==> config.mk <==
export PLATFORM = sky130hd
export DESIGN_NAME = note_scheduler
export DESIGN_NICKNAME = d
export VERILOG_FILES = /design/src/rtl/dd_pkg.sv /design/src/rtl/ms_timebase.sv /design/src/rtl/note_scheduler.sv
export SDC_FILE = /design/constraint.sdc
export NUM_CORES = 1
export LEC_CHECK = 0
export BUFFER_PORTS_ARGS = -buffer_cell sky130_fd_sc_hd__buf_4
export CAP_MARGIN = 5
export CELL_PAD_IN_SITES_DETAIL_PLACEMENT = 1
export CELL_PAD_IN_SITES_GLOBAL_PLACEMENT = 1
export CORE_ASPECT_RATIO = 0.75
export CORE_MARGIN = 3
export CORE_UTILIZATION = 45
export CTS_BUF_LIST = sky130_fd_sc_hd__clkbuf_16
export DETAILED_ROUTE_END_ITERATION = 7
export PLACE_DENSITY_LB_ADDON = 0.1
export SYNTH_ARGS = -nofsm -noshare
export SYNTH_HDL_FRONTEND = slang
export SYNTH_SLANG_ARGS = --single-unit
export TNS_END_PERCENT = 5
==> constraint.sdc <==
create_clock -name clock -period 9.53 [get_ports clock]
set_input_delay 0 -clock clock [delete_from_list [all_inputs] [get_ports clock]]
set_output_delay 0 -clock clock [all_outputs]
set_load 0.01 [all_outputs]
==> src/rtl/dd_pkg.sv <==
// Shared definitions for the gameplay path: lane bits, chart entry layout,
// scheduler state encoding and the system clock rate.
package dd_pkg;

   // Lane-mask bit positions (L,D,U,R)
   localparam int LANE_L = 3;
   localparam int LANE_D = 2;
   localparam int LANE_U = 1;
   localparam int LANE_R = 0;

   // Chart entry layout: [31:28] lane mask, [27:20] reserved, [19:0] hit time in ms
   localparam int LANES_MSB = 31;
   localparam int LANES_LSB = 28;
   localparam int HIT_MSB   = 19;

   // An all-zero lane mask terminates the chart
   localparam logic [3:0] CHART_END = 4'b0000;

   localparam int CLK_HZ = 50_000_000;

   typedef enum logic [2:0] {
      IDLE,
      FETCH,
      WAIT,
      ARMED,
      DONE
   } sched_state_e;

endpackage

==> src/rtl/ms_timebase.sv <==
// Song millisecond clock: a prescaler dividing the system clock down to 1 ms
// ticks and a saturating millisecond counter. Run advances, hold freezes,
// clear rewinds to zero.
module ms_timebase #(
   parameter int CLKS_PER_MS = 50000,
   parameter int MS_W        = 20
) (
   input  logic            clock,
   input  logic            reset_n,
   input  logic            run,
   input  logic            hold,
   input  logic            clear,
   output logic [MS_W-1:0] song_ms
);

   localparam int              PS_W    = (CLKS_PER_MS > 1) ? $clog2(CLKS_PER_MS) : 1;
   localparam logic [PS_W-1:0] PS_LAST = PS_W'(CLKS_PER_MS - 1);
   localparam logic [MS_W-1:0] MS_MAX  = '1;

   logic [PS_W-1:0] prescaler_reg;
   logic [MS_W-1:0] song_ms_reg;

   // Prescaler wraps every CLKS_PER_MS run cycles and bumps song_ms, which
   // sticks at its maximum instead of wrapping
   always_ff @(posedge clock) begin
      if (!reset_n || clear) begin
         prescaler_reg <= '0;
         song_ms_reg   <= '0;
      end else if (run && !hold) begin
         if (prescaler_reg == PS_LAST) begin
            prescaler_reg <= '0;
            if (song_ms_reg != MS_MAX) begin
               song_ms_reg <= song_ms_reg + 1'b1;
            end
         end else begin
            prescaler_reg <= prescaler_reg + 1'b1;
         end
      end
   end

   assign song_ms = song_ms_reg;

endmodule

==> src/rtl/note_scheduler.sv <==
// Chart reader: walks the step-chart ROM in order and emits one spawn pulse
// per entry LEAD_MS before its hit time. Freezes on pause, rewinds when the
// song is abandoned or ends.
module note_scheduler
   import dd_pkg::*;
#(
   parameter int CLKS_PER_MS = CLK_HZ / 1000,
   parameter int LEAD_MS     = 2000,
   parameter int ADDR_W      = 10,
   parameter int MS_W        = 20
) (
   input  logic              clock,
   input  logic              reset_n,
   input  logic              game_active,
   input  logic              show_pause_screen,
   output logic [ADDR_W-1:0] rom_addr,
   input  logic [31:0]       rom_data,
   output logic              note_valid,
   output logic [3:0]        note_lanes,
   output logic [MS_W-1:0]   note_hit_ms,
   output logic [MS_W-1:0]   song_ms,
   output logic              chart_done
);

   localparam logic [MS_W:0]     LEAD_EXT = (MS_W + 1)'(LEAD_MS);
   localparam logic [ADDR_W-1:0] ADDR_MAX = '1;

   logic run, hold, rewind;
   logic spawn_ok;
   logic reserved_unused;

   sched_state_e      state_reg, state_next;
   logic [ADDR_W-1:0] rom_addr_reg, rom_addr_next;
   logic [3:0]        entry_lanes_reg, entry_lanes_next;
   logic [MS_W-1:0]   entry_ms_reg, entry_ms_next;
   logic              note_valid_reg, note_valid_next;
   logic [3:0]        note_lanes_reg, note_lanes_next;
   logic [MS_W-1:0]   note_hit_ms_reg, note_hit_ms_next;

   assign run    = game_active;
   assign hold   = show_pause_screen & ~game_active;
   assign rewind = ~game_active & ~show_pause_screen;

   // Reserved chart bits carry nothing for the scheduler
   assign reserved_unused = ^rom_data[LANES_LSB-1:HIT_MSB+1];

   ms_timebase #(
      .CLKS_PER_MS (CLKS_PER_MS),
      .MS_W        (MS_W)
   ) u_timebase (
      .clock   (clock),
      .reset_n (reset_n),
      .run     (run),
      .hold    (hold),
      .clear   (rewind),
      .song_ms (song_ms)
   );

   // Extra bit keeps song_ms + LEAD_MS from overflowing near saturation;
   // compares against the registered (pre-increment) song_ms
   assign spawn_ok = ({1'b0, song_ms} + LEAD_EXT) >= {1'b0, entry_ms_reg};

   // Next-state and spawn decode; rewind preempts every state
   always_comb begin
      state_next       = state_reg;
      rom_addr_next    = rom_addr_reg;
      entry_lanes_next = entry_lanes_reg;
      entry_ms_next    = entry_ms_reg;
      note_valid_next  = 1'b0;
      note_lanes_next  = note_lanes_reg;
      note_hit_ms_next = note_hit_ms_reg;
      if (rewind) begin
         state_next    = IDLE;
         rom_addr_next = '0;
      end else begin
         case (state_reg)
            IDLE: begin
               rom_addr_next = '0;
               if (run) state_next = FETCH;
            end
            FETCH: state_next = WAIT;
            WAIT: begin
               entry_lanes_next = rom_data[LANES_MSB:LANES_LSB];
               entry_ms_next    = MS_W'(rom_data[HIT_MSB:0]);
               state_next       = (rom_data[LANES_MSB:LANES_LSB] == CHART_END) ? DONE : ARMED;
            end
            ARMED: begin
               if (run && spawn_ok) begin
                  note_valid_next  = 1'b1;
                  note_lanes_next  = entry_lanes_reg;
                  note_hit_ms_next = entry_ms_reg;
                  if (rom_addr_reg == ADDR_MAX) begin
                     state_next = DONE;
                  end else begin
                     rom_addr_next = rom_addr_reg + 1'b1;
                     state_next    = FETCH;
                  end
               end
            end
            DONE: state_next = DONE;
            default: state_next = IDLE;
         endcase
      end
   end

   // State and output registers
   always_ff @(posedge clock) begin
      if (!reset_n) begin
         state_reg       <= IDLE;
         rom_addr_reg    <= '0;
         entry_lanes_reg <= '0;
         entry_ms_reg    <= '0;
         note_valid_reg  <= 1'b0;
         note_lanes_reg  <= '0;
         note_hit_ms_reg <= '0;
      end else begin
         state_reg       <= state_next;
         rom_addr_reg    <= rom_addr_next;
         entry_lanes_reg <= entry_lanes_next;
         entry_ms_reg    <= entry_ms_next;
         note_valid_reg  <= note_valid_next;
         note_lanes_reg  <= note_lanes_next;
         note_hit_ms_reg <= note_hit_ms_next;
      end
   end

   assign rom_addr    = rom_addr_reg;
   assign note_valid  = note_valid_reg;
   assign note_lanes  = note_lanes_reg;
   assign note_hit_ms = note_hit_ms_reg;
   assign chart_done  = (state_reg == DONE);

endmodule

==> results.toml, run 1 <==
[global_routing]
busiest_layer = "met2"
grt_overflow = 0
grt_pass1_wl_um = 22510
use_met1_pct = 31.36
grt_usage_pct = 22.25
antenna_found_initial = 0
grtUsageMet3_pct = 4.636
grtUsageMet2_pct = 35.08
grt_max_degree = 51
grt_pass1_vias = 4505

[timing]
tns_ps = 0
drv_slew = 0
rsz0062_at_grt = "no"
maxSlewHeadroom_pct = 44.64
period_minus_slack_ps = 4233
max_freq_mhz = 236.2
post-route-period-util_pct = 44.42
setup_viol = 0
hold_violations = 0
fin_worst_skew_ps = 8.103
tightestPinTransition_ps = 830.5
layout_setup_ws_ps = 5297

[worst_setup_path]
r2r_slack_ps = 5300
worstPathArrival_ps = 4500
reg2reg_from = "u_timebase.song_ms[6]$_SDFFE_PP0P_"
r2r_end = "rom_addr[7]$_SDFFE_PP0P_"
setup.worst_path.start = "u_timebase.song_ms[6]$_SDFFE_PP0P_"
end_kind = "flip-flop"
critical_path.endpoint = "rom_addr[7]$_SDFFE_PP0P_"
criticalPathCategory = "reg -> reg"
cp_data_required_time_ps = 9790
cp_max_fo = 12
worst_setup_path_start_kind = "flip-flop"
worstRegToRegCells = 12

[logic_synthesis]
synth_top_area_share_pct = 39.56
yosys.area.top_type = "dfxtp_1"
synth_cells = 577
synth_nets = 637
synthAdderAreaFrac_pct = 6.054
syn-cell-area_sq_mm = 0.004960
synth.area.top_cells = "dfxtp_1, nand2_1, ha_1"
synth.distinct_cells = 57
synth_xor_area_share_pct = 7.240
synth_simple_gate_area_share_pct = 23.94
synth.area.mux_share_pct = 5.449
synth_flop_cell = "dfxtp_1"
synth_compound_area_share_pct = 12.31
seq_area_frac_synth_pct = 39.56
syn_area_per_cell_sq_um = 8.596
synth-seq-cells = 98
ys_warn_count = 0
synthArstFlopShare_pct = 0
synth_top_family_by_area = "simple AND/OR/NAND/NOR gates"
synth_edf_count = 0

[floorplanning]
core_sq_mm = 0.01053
dieArea_sq_mm = 0.01233
io_pins = 92
fp.dieH_um = 96.92
rows = 32
die_w_um = 127.2
start_util_pct = 47.10

[clock_tree]
cts_buffers = 9
htreeDepth = 3
cts_sinks = 98
cts_max_path_buffers = 2
clock_latency_ps = 350
cts_tree = "built"
clk_pin_slew_ps = 70
cts_resized = 0
cts_setup_buffers = 0
root_buffer = "clkbuf_16"

[layout]
final_common_cell = "dfxtp_1"
most-common-layout-cells = "dfxtp_1, buf_4, nand2_1"
area_growth_pct = 24.19
regArea_sq_mm = 0.001962
diodes = 0
fillerInstances = 1224
drive_above_1_share_pct = 17.46
multi_input_area_sq_mm = 0.002739
finalNetCount = 732

[routing]
ant_nets = 0
drtPass1Iterations = 4
drc = 0
vias_per_cell = 5.416
wire_per_inst_um = 16.71
drtIter0Drc = 204
wirelength_um = 13570
vias = 4398

[power_and_ir_drop]
power_density_mw_per_mm2 = 135.9
power_mw = 0.8373
irDropWorstVdd_mv = 0.09874
cellLeakagePower_nw = 2.493

[worst_hold_path]
min-delay-path-class = "in -> reg"

[place]
dpl.hpwl_um = 9619
place.gp.congestion = 0.8291
port_buffers = 83
place_worst_setup_slack_ps = 5300

[flow_run]
maxCapViolCount = 0

[outcome]
outcome = "complete, no violations"
[through the flow]
step / instances / area, sq um / hold WS (ps) / util, %
5_1_grt: 812 / 6160 / 108.6 / 58.50
3_3_place_gp: 773 / 5629 / 262.4 / 53.46
3_5_place_dp: 773 / 5629 / 274.4 / 53.46
4_1_cts: 812 / 6160 / 44.70 / 58.50
6_report: 812 / 6160 / 45.33 / 58.50
2_1_floorplan: 577 / 4960 / 144.9 / -
[repair_timing]
item / 4_1_cts / 5_1_grt
hold buffers: 24 / 0
endpoints found under the setup margin: 0 / 0
hold endpoints to repair: 24 / 0
[critical path, cell delays in order, from the launching register on]
cell	delay [ps]
dfxtp_1	420
or4_4	590
nor3b_1	510
nor2_1	130
xor2_1	180
ha_1	280
nand2_1	70
nor4_2	330
o2111ai_1	290
a31oi_2	360
o21ai_4	190
or3_2	550
o31ai_1	250
[synthesized netlist by cell type, types with 2 or more instances]
master    number
a21boi_0      24
a21o_1         3
a21oi_1       18
a31oi_1        2
and2_1         2
and3_1         4
and3_2         2
and4_1         5
buf_12         2
buf_2          4
buf_6          3
clkbuf_1      16
dfxtp_1       98
ha_1          24
inv_1         28
mux2i_1       27
nand2_1       83
nand2b_1       3
nand3_1       12
nand4_1       12
nor2_1        59
nor2b_1       24
nor3_1         8
nor3b_1        3
nor4bb_1       2
o21a_1         2
o21ai_0       17
o21ai_1       13
o31ai_1        3
or3_1          7
or4_1          2
xnor2_1       22
xor2_1        19
[where the power goes]
group / switching, mW / internal (mW)
Combinational: 0.0298 / 0.0269
Clock: 0.160 / 0.203
Sequential: 0.00448 / 0.414
[cell type report]
type                            instances  area share, %
Timing Repair Buffer                  111          14.50
Sequential cell                        98          31.85
Inverter                               28          1.706
Clock buffer                            9          3.656
Clock inverter                          6          1.056
Tap cell                              136          2.763
Multi-Input combinational cell        424          44.46
[routing by layer]
metal / routed length (um) / part of all wire [%]
met1: 6769 / 50
met2: 6113 / 45
met3: 541 / 4.0
met4: 142 / 1.0
met5: 0 / 0
[cells by family (layout without fill, tap and decap cells)]
group           count (synthesis)  in the layout
flops                          98             98
simple gates                  239            239
fa+ha+maj                      24             24
compound gates                 93             93
buf+inv                        55            154
xor+xnor                       41             41
mux                            27             27
[worst min-delay path by stage]
stage | from | endpoint | slack, ps | depth (start not counted)
floorplan | rom_data[28] | entry_lanes_reg[0]$_SDFFE_PN0P_ | 140 | 2
global placement | rom_data[9] | entry_ms_reg[9]$_SDFFE_PN0P_ | 260 | 3
detailed placement | rom_data[4] | entry_ms_reg[4]$_SDFFE_PN0P_ | 270 | 3
CTS | game_active | u_timebase.prescaler_reg[1]$_SDFFE_PP0P_ | 40 | 3
global route | game_active | u_timebase.prescaler_reg[1]$_SDFFE_PP0P_ | 110 | 3
finish | game_active | u_timebase.prescaler_reg[1]$_SDFFE_PP0P_ | 50 | 3
(Power assumes the default switching activity.)
==> inputs of run 2 (changes only) <==
--- a/config.mk
+++ b/config.mk
@@ -5,13 +5,14 @@
 export SDC_FILE = /design/constraint.sdc
 export NUM_CORES = 1
 export LEC_CHECK = 0
+export ABC_AREA = 1
 export BUFFER_PORTS_ARGS = -buffer_cell sky130_fd_sc_hd__buf_4
 export CAP_MARGIN = 5
 export CELL_PAD_IN_SITES_DETAIL_PLACEMENT = 1
 export CELL_PAD_IN_SITES_GLOBAL_PLACEMENT = 1
 export CORE_ASPECT_RATIO = 0.75
 export CORE_MARGIN = 3
-export CORE_UTILIZATION = 45
+export CORE_UTILIZATION = 37
 export CTS_BUF_LIST = sky130_fd_sc_hd__clkbuf_16
 export DETAILED_ROUTE_END_ITERATION = 7
 export PLACE_DENSITY_LB_ADDON = 0.1
==> constraint.sdc (replaced) <==
create_clock -name clock -period 3.8 [get_ports clock]
set_input_delay 0 -clock clock [delete_from_list [all_inputs] [get_ports clock]]
set_output_delay 0 -clock clock [all_outputs]
set_load 0.01 [all_outputs]
==> run 2 against run 1 <==
Register-to-register slack got worse by 4700 ps. Non-clock buffer count increased by 2. Cell count increased by 28%. Worst hold slack got worse by 15 ps. Largest power group unchanged.
==> results.toml, run 2 <==
[outcome]
outcome = "complete, no violations"

[clock_tree]
cts_buffers = 9
clock_latency_ps = 350
htreeDepth = 3
cts_tree = "built"
cts_max_path_buffers = 2
cts_resized = 0
cts_sinks = 98
clk_pin_slew_ps = 70
root_buffer = "clkbuf_16"

[worst_setup_path]
worst_setup_path_start_kind = "flip-flop"
worstRegToRegCells = 18
end_kind = "flip-flop"
setup.worst_path.start = "u_timebase.song_ms[4]$_SDFFE_PP0P_"
cp_max_fo = 24
r2r_end = "note_hit_ms[1]$_SDFFE_PN0P_"
r2r_slack_ps = 640
criticalPathCategory = "reg -> reg"
critical_path.endpoint = "note_hit_ms[1]$_SDFFE_PN0P_"
worstPathArrival_ps = 3430
cp_data_required_time_ps = 4080
reg2reg_from = "u_timebase.song_ms[4]$_SDFFE_PP0P_"

[power_and_ir_drop]
power_mw = 2.236
cellLeakagePower_nw = 2.680
power_density_mw_per_mm2 = 330.7
irDropWorstVdd_mv = 0.2214

[timing]
fin_worst_skew_ps = 4.873
layout_setup_ws_ps = 643.4
period_minus_slack_ps = 3157
rsz0062_at_grt = "no"
tns_ps = 0
holdWs_ps = 30.59
maxSlewHeadroom_pct = 27.60
post-route-period-util_pct = 83.07
tightestPinTransition_ps = 1085
drv_slew = 0
hold_violations = 0
max_freq_mhz = 316.8
setup_viol = 0

[logic_synthesis]
synth_nets = 803
seq_area_frac_synth_pct = 35.70
synth_cells = 743
synth.distinct_cells = 42
synth-seq-cells = 98
synth.area.top_cells = "dfxtp_1, nand2_1, a21oi_1"
synth_xor_area_share_pct = 4.303
syn_area_per_cell_sq_um = 7.396
synthAdderAreaFrac_pct = 5.464
synth_simple_gate_area_share_pct = 30.15
yosys.area.top_type = "dfxtp_1"
synth.area.mux_share_pct = 0
yosysMostFrequentCell = "nand2_1"
synth_flop_cell = "dfxtp_1"
synthArstFlopShare_pct = 0
synth_compound_area_share_pct = 15.46
ys_warn_count = 0
synth_top_area_share_pct = 35.70
synth_top_family_by_area = "simple AND/OR/NAND/NOR gates"
syn-cell-area_sq_mm = 0.005495
synthTopCellsByCount = "nand2_1, dfxtp_1, nor2_1"
synth_edf_count = 0

[place]
place.gp.congestion = 0.8670
port_buffers = 83
dpl.hpwl_um = 12080
dp_cells = 1001
placed_area_sq_mm = 0.006233
place_worst_setup_slack_ps = 643.9

[layout]
most-common-layout-cells = "nand2_1, dfxtp_1, buf_4"
area_growth_pct = 23.04
post-route-util_pct = 47.89
design_area_sq_mm = 0.006761
final_common_cell = "nand2_1"
diodes = 0
stdcell_count = 1042
drive_above_1_share_pct = 24.20
finalNetCount = 902

[global_routing]
antenna_found_initial = 0
grt_max_degree = 44
grt_overflow = 0
grt_pass1_vias = 5337
grt_pass1_wl_um = 26760
grt_usage_pct = 19.85

[routing]
vias = 5140
vias_per_cell = 4.933
wire_per_inst_um = 15.38
ant_nets = 0
drtIter0Drc = 194
drc = 0
drtPass1Iterations = 4
wirelength_um = 16030

[floorplanning]
dieArea_sq_mm = 0.01637
rows = 37
fp.dieH_um = 111.5
die_w_um = 146.7
core_sq_mm = 0.01412
io_pins = 92
start_util_pct = 38.92

[flow_run]
maxCapViolCount = 0

[worst_hold_path]
min-delay-path-class = "in -> reg"
-- run 2: cell count changes in the layout (fill, tap and decap cells not counted), moves of 27 or more --
cell     before  now
inv_1        28   72
mux2i_1      27    0
nand2_1      83  140
nand2_2       0   30
a21oi_1      18   61
a21oi_2       0   29
-- run 2: cell type report --
type                    count  area (sq um)
multi-input cells         535          3043
clock buffers               9         225.2
fillers                  1770          7358
inverters                  85         324.1
flip-flops and latches     98          1962
well taps                 195         244.0
clock inverters             7         52.55
repair buffers            113         910.9
-- run 2: critical path: stages (launching register included) --
cell     delay [ps]
dfxtp_1         370
ha_1            320
nor2_2          190
nand2_2         100
nand2_1         100
xor2_1          160
inv_1            70
ha_1            300
nand2_1         100
nor2_1          130
nor3b_1         190
nand2_1          70
nand2_1         100
nand2_2          70
nand2_4          90
nand3_4         120
inv_4           330
nand2_1         100
a21oi_1         140
-- run 2: layer usage --
layer	share of wire, %	global-route usage [%]	wire, um	vias up
met5	0	0	0	-
met4	0.95	4.449	153	0
met3	2.7	3.458	437	9
met2	49	34.83	7802	66
met1	48	25.56	7634	2450
li1	-	-	-	2615
-- run 2: kinds of logic after synthesis --
| group | count (synthesis) |
|---|---|
| xor gates and xnor gates | 27 |
| adders and majority gates | 24 |
| and+or+nand+nor | 345 |
| AOI/OAI and AO/OA | 139 |
| buffers and inverters | 110 |
| DFF | 98 |
-- run 2: repair_timing --
action / CTS / global route
hold buffers: 25 / 0
setup endpoints to repair: 0 / 0
hold endpoints to repair: 25 / 0
setup buffers: 0 / 0
-- run 2: power breakdown --
| part | total, mW | leakage (nW) | switching (mW) | internal (mW) |
|---|---|---|---|---|
| clock | 0.889 | 0.130 | 0.440 | 0.449 |
| combinational | 0.270 | 1.76 | 0.162 | 0.108 |
| sequential | 1.08 | 0.792 | 0.0224 | 1.05 |
-- run 2: worst min path at each step --
stage	from	depth (start not counted)	end	slack (ps)
6_report	reset_n	3	entry_ms_reg[14]$_SDFFE_PN0P_	30
3_5_place_dp	rom_data[0]	3	entry_ms_reg[0]$_SDFFE_PN0P_	240
3_3_place_gp	rom_data[0]	3	entry_ms_reg[0]$_SDFFE_PN0P_	240
2_1_floorplan	rom_data[0]	2	entry_ms_reg[0]$_SDFFE_PN0P_	130
5_1_grt	reset_n	3	entry_ms_reg[6]$_SDFFE_PN0P_	30
4_1_cts	reset_n	3	entry_ms_reg[6]$_SDFFE_PN0P_	10
==> inputs of run 3 (changes only) <==
--- a/config.mk
+++ b/config.mk
@@ -12,7 +12,7 @@
 export CELL_PAD_IN_SITES_GLOBAL_PLACEMENT = 1
 export CORE_ASPECT_RATIO = 0.75
 export CORE_MARGIN = 3
-export CORE_UTILIZATION = 37
+export CORE_UTILIZATION = 41
 export CTS_BUF_LIST = sky130_fd_sc_hd__clkbuf_16
 export DETAILED_ROUTE_END_ITERATION = 7
 export PLACE_DENSITY_LB_ADDON = 0.1
==> constraint.sdc (replaced) <==
create_clock -name clock -period 3.03 [get_ports clock]
set_input_delay 0 -clock clock [delete_from_list [all_inputs] [get_ports clock]]
set_output_delay 0 -clock clock [all_outputs]
set_load 0.01 [all_outputs]
==> run 3 against run 2 <==
Maximum frequency grew 11%. Power grew 33%. Sequential share of layout area shrank 0.70 points. Largest cell class unchanged. Sequential power grew 25%. Die area shrank 9.3%. Critical path depth is the same. Cell count shrank 1.7%. Global-route usage grew 3.0 points. Final area grew 2.6%. Non-clock buffer count grew 11. Worst setup slack lost 470 ps.
==> results.toml, run 3 (synthesis gave the netlist of run 2 again) <==
[outcome]
outcome = "complete, no violations"

[worst_setup_path]
end_kind = "flip-flop"
worst_setup_path_start_kind = "flip-flop"
cp_data_required_time_ps = 3300
reg2reg_from = "u_timebase.song_ms[5]$_SDFFE_PP0P_"
worstPathArrival_ps = 3120
setup.worst_path.start = "u_timebase.song_ms[5]$_SDFFE_PP0P_"
criticalPathCategory = "reg -> reg"
cp_max_fo = 24

[clock_tree]
root_buffer = "clkbuf_16"
htreeDepth = 3
cts_buffers = 9
cts_sinks = 98
clk_pin_slew_ps = 80
cts_tree = "built"
cts_max_path_buffers = 2
clock_latency_ps = 350
cts_setup_buffers = 0

[floorplanning]
dieArea_sq_mm = 0.01484
rows = 35
core_sq_mm = 0.01270
start_util_pct = 43.27
die_w_um = 139.7
io_pins = 92
fp.dieH_um = 106.3

[power_and_ir_drop]
power_mw = 2.973
irDropWorstVdd_mv = 0.3110
cellLeakagePower_nw = 2.789
power_density_mw_per_mm2 = 428.7

[layout]
area_growth_pct = 26.18
finalNetCount = 913
most-common-layout-cells = "nand2_1, buf_4, dfxtp_1"
diodes = 0
drive_above_1_share_pct = 26.34
final_common_cell = "nand2_1"

[global_routing]
grt_pass1_wl_um = 28040
grt_usage_pct = 22.86
grt_overflow = 0
grt_pass1_vias = 5634
grt_max_degree = 40
antenna_found_initial = 0

[timing]
post-route-period-util_pct = 94.24
hold_violations = 0
tns_ps = 0
period_minus_slack_ps = 2856
tightestPinTransition_ps = 1081
max_freq_mhz = 350.2
rsz0062_at_grt = "yes"
drv_slew = 0
maxSlewHeadroom_pct = 27.85
setup_viol = 0
fin_worst_skew_ps = 11.99

[routing]
vias = 5321
ant_nets = 0
drc = 0
drtIter0Drc = 244
wirelength_um = 16930
wire_per_inst_um = 16.53
drtPass1Iterations = 4
vias_per_cell = 5.196

[place]
place.gp.congestion = 0.8357
port_buffers = 83
dpl.hpwl_um = 12440

[worst_hold_path]
min-delay-start = "rom_data[9]"
min-delay-path-class = "in -> reg"

[flow_run]
maxCapViolCount = 0
[run 3: cell count changes in the layout (fill, tap and decap cells not counted), moves of 2 or more]
| cell | before | now |
|---|---|---|
| dlygate4sd3_1 | 25 | 23 |
| clkinvlp_4 | 3 | 1 |
| buf_4 | 88 | 99 |
| nor2_4 | 6 | 8 |
| buf_12 | 0 | 2 |
| inv_6 | 1 | 3 |
| bufinv_16 | 0 | 2 |
| nand2_1 | 140 | 138 |
[run 3: where the power goes]
| group | leakage, nW | switching [mW] | internal, mW |
|---|---|---|---|
| Clock | 0.157 | 0.543 | 0.732 |
| Combinational | 1.84 | 0.209 | 0.138 |
| Sequential | 0.793 | 0.0289 | 1.32 |
[run 3: area by class of cell]
cell class                      instances  area (sq um)
Tap cell                              166         207.7
Clock buffer                            9         225.2
Fill cell                            1610          5766
Inverter                               85         334.1
Multi-Input combinational cell        535          3092
Sequential cell                        98          1963
Clock inverter                          7         98.84
Timing Repair Buffer                  124          1013
[run 3: worst paths after layout]
check,slack (ps),to,cells after the start
setup reg to reg,170,note_hit_ms[0]$_SDFFE_PN0P_,18
hold / removal,5,entry_ms_reg[9]$_SDFFE_PN0P_,3
setup / recovery,170,note_hit_ms[0]$_SDFFE_PN0P_,18
hold reg to reg,470,note_hit_ms[11]$_SDFFE_PN0P_,2
[run 3: worst max-delay path, cell delays in order (launching register included)]
cell	delay (ps)
dfxtp_1	360
a21oi_2	190
nand2_1	120
nor3_2	120
buf_4	160
nor2_1	50
xnor2_1	210
inv_1	100
ha_4	280
nand4_1	130
nor3b_2	190
nand2_1	70
nand2_1	90
nand2_2	70
nand2_4	80
nand3_4	130
clkinv_8	190
nand2_1	80
a21oi_1	150
[run 3: per-layer routing]
layer | track usage [%] | up-vias | wire length (um)
met2 | 40.84 | 82 | 8455
met1 | 29.14 | 2591 | 7731
met5 | 0 | - | 0
li1 | - | 2635 | -
met3 | 3.597 | 13 | 564
met4 | 4.979 | 0 | 180
[run 3: through the flow]
step	worst slack (ps)	std cells	hold WS, ps	area [sq um]	utilization, %
after global routing	-58.73	1024	37.29	6934	54.60
after CTS	9.588	1024	6.123	6870	54.10
final	174.4	1024	5.131	6934	54.60
after detailed placement	24.82	985	249.4	6307	49.67
after global placement	112.7	985	230.9	6307	49.67
after floorplan	358.7	743	134.9	5495	-
[run 3: what timing repair did]
item / CTS / global route
endpoints found under the setup margin: 24 / 37
endpoints found under the hold margin: 23 / 0
hold buffers: 23 / 0
pin swaps: 0 / 5
resized for setup: 3 / 14
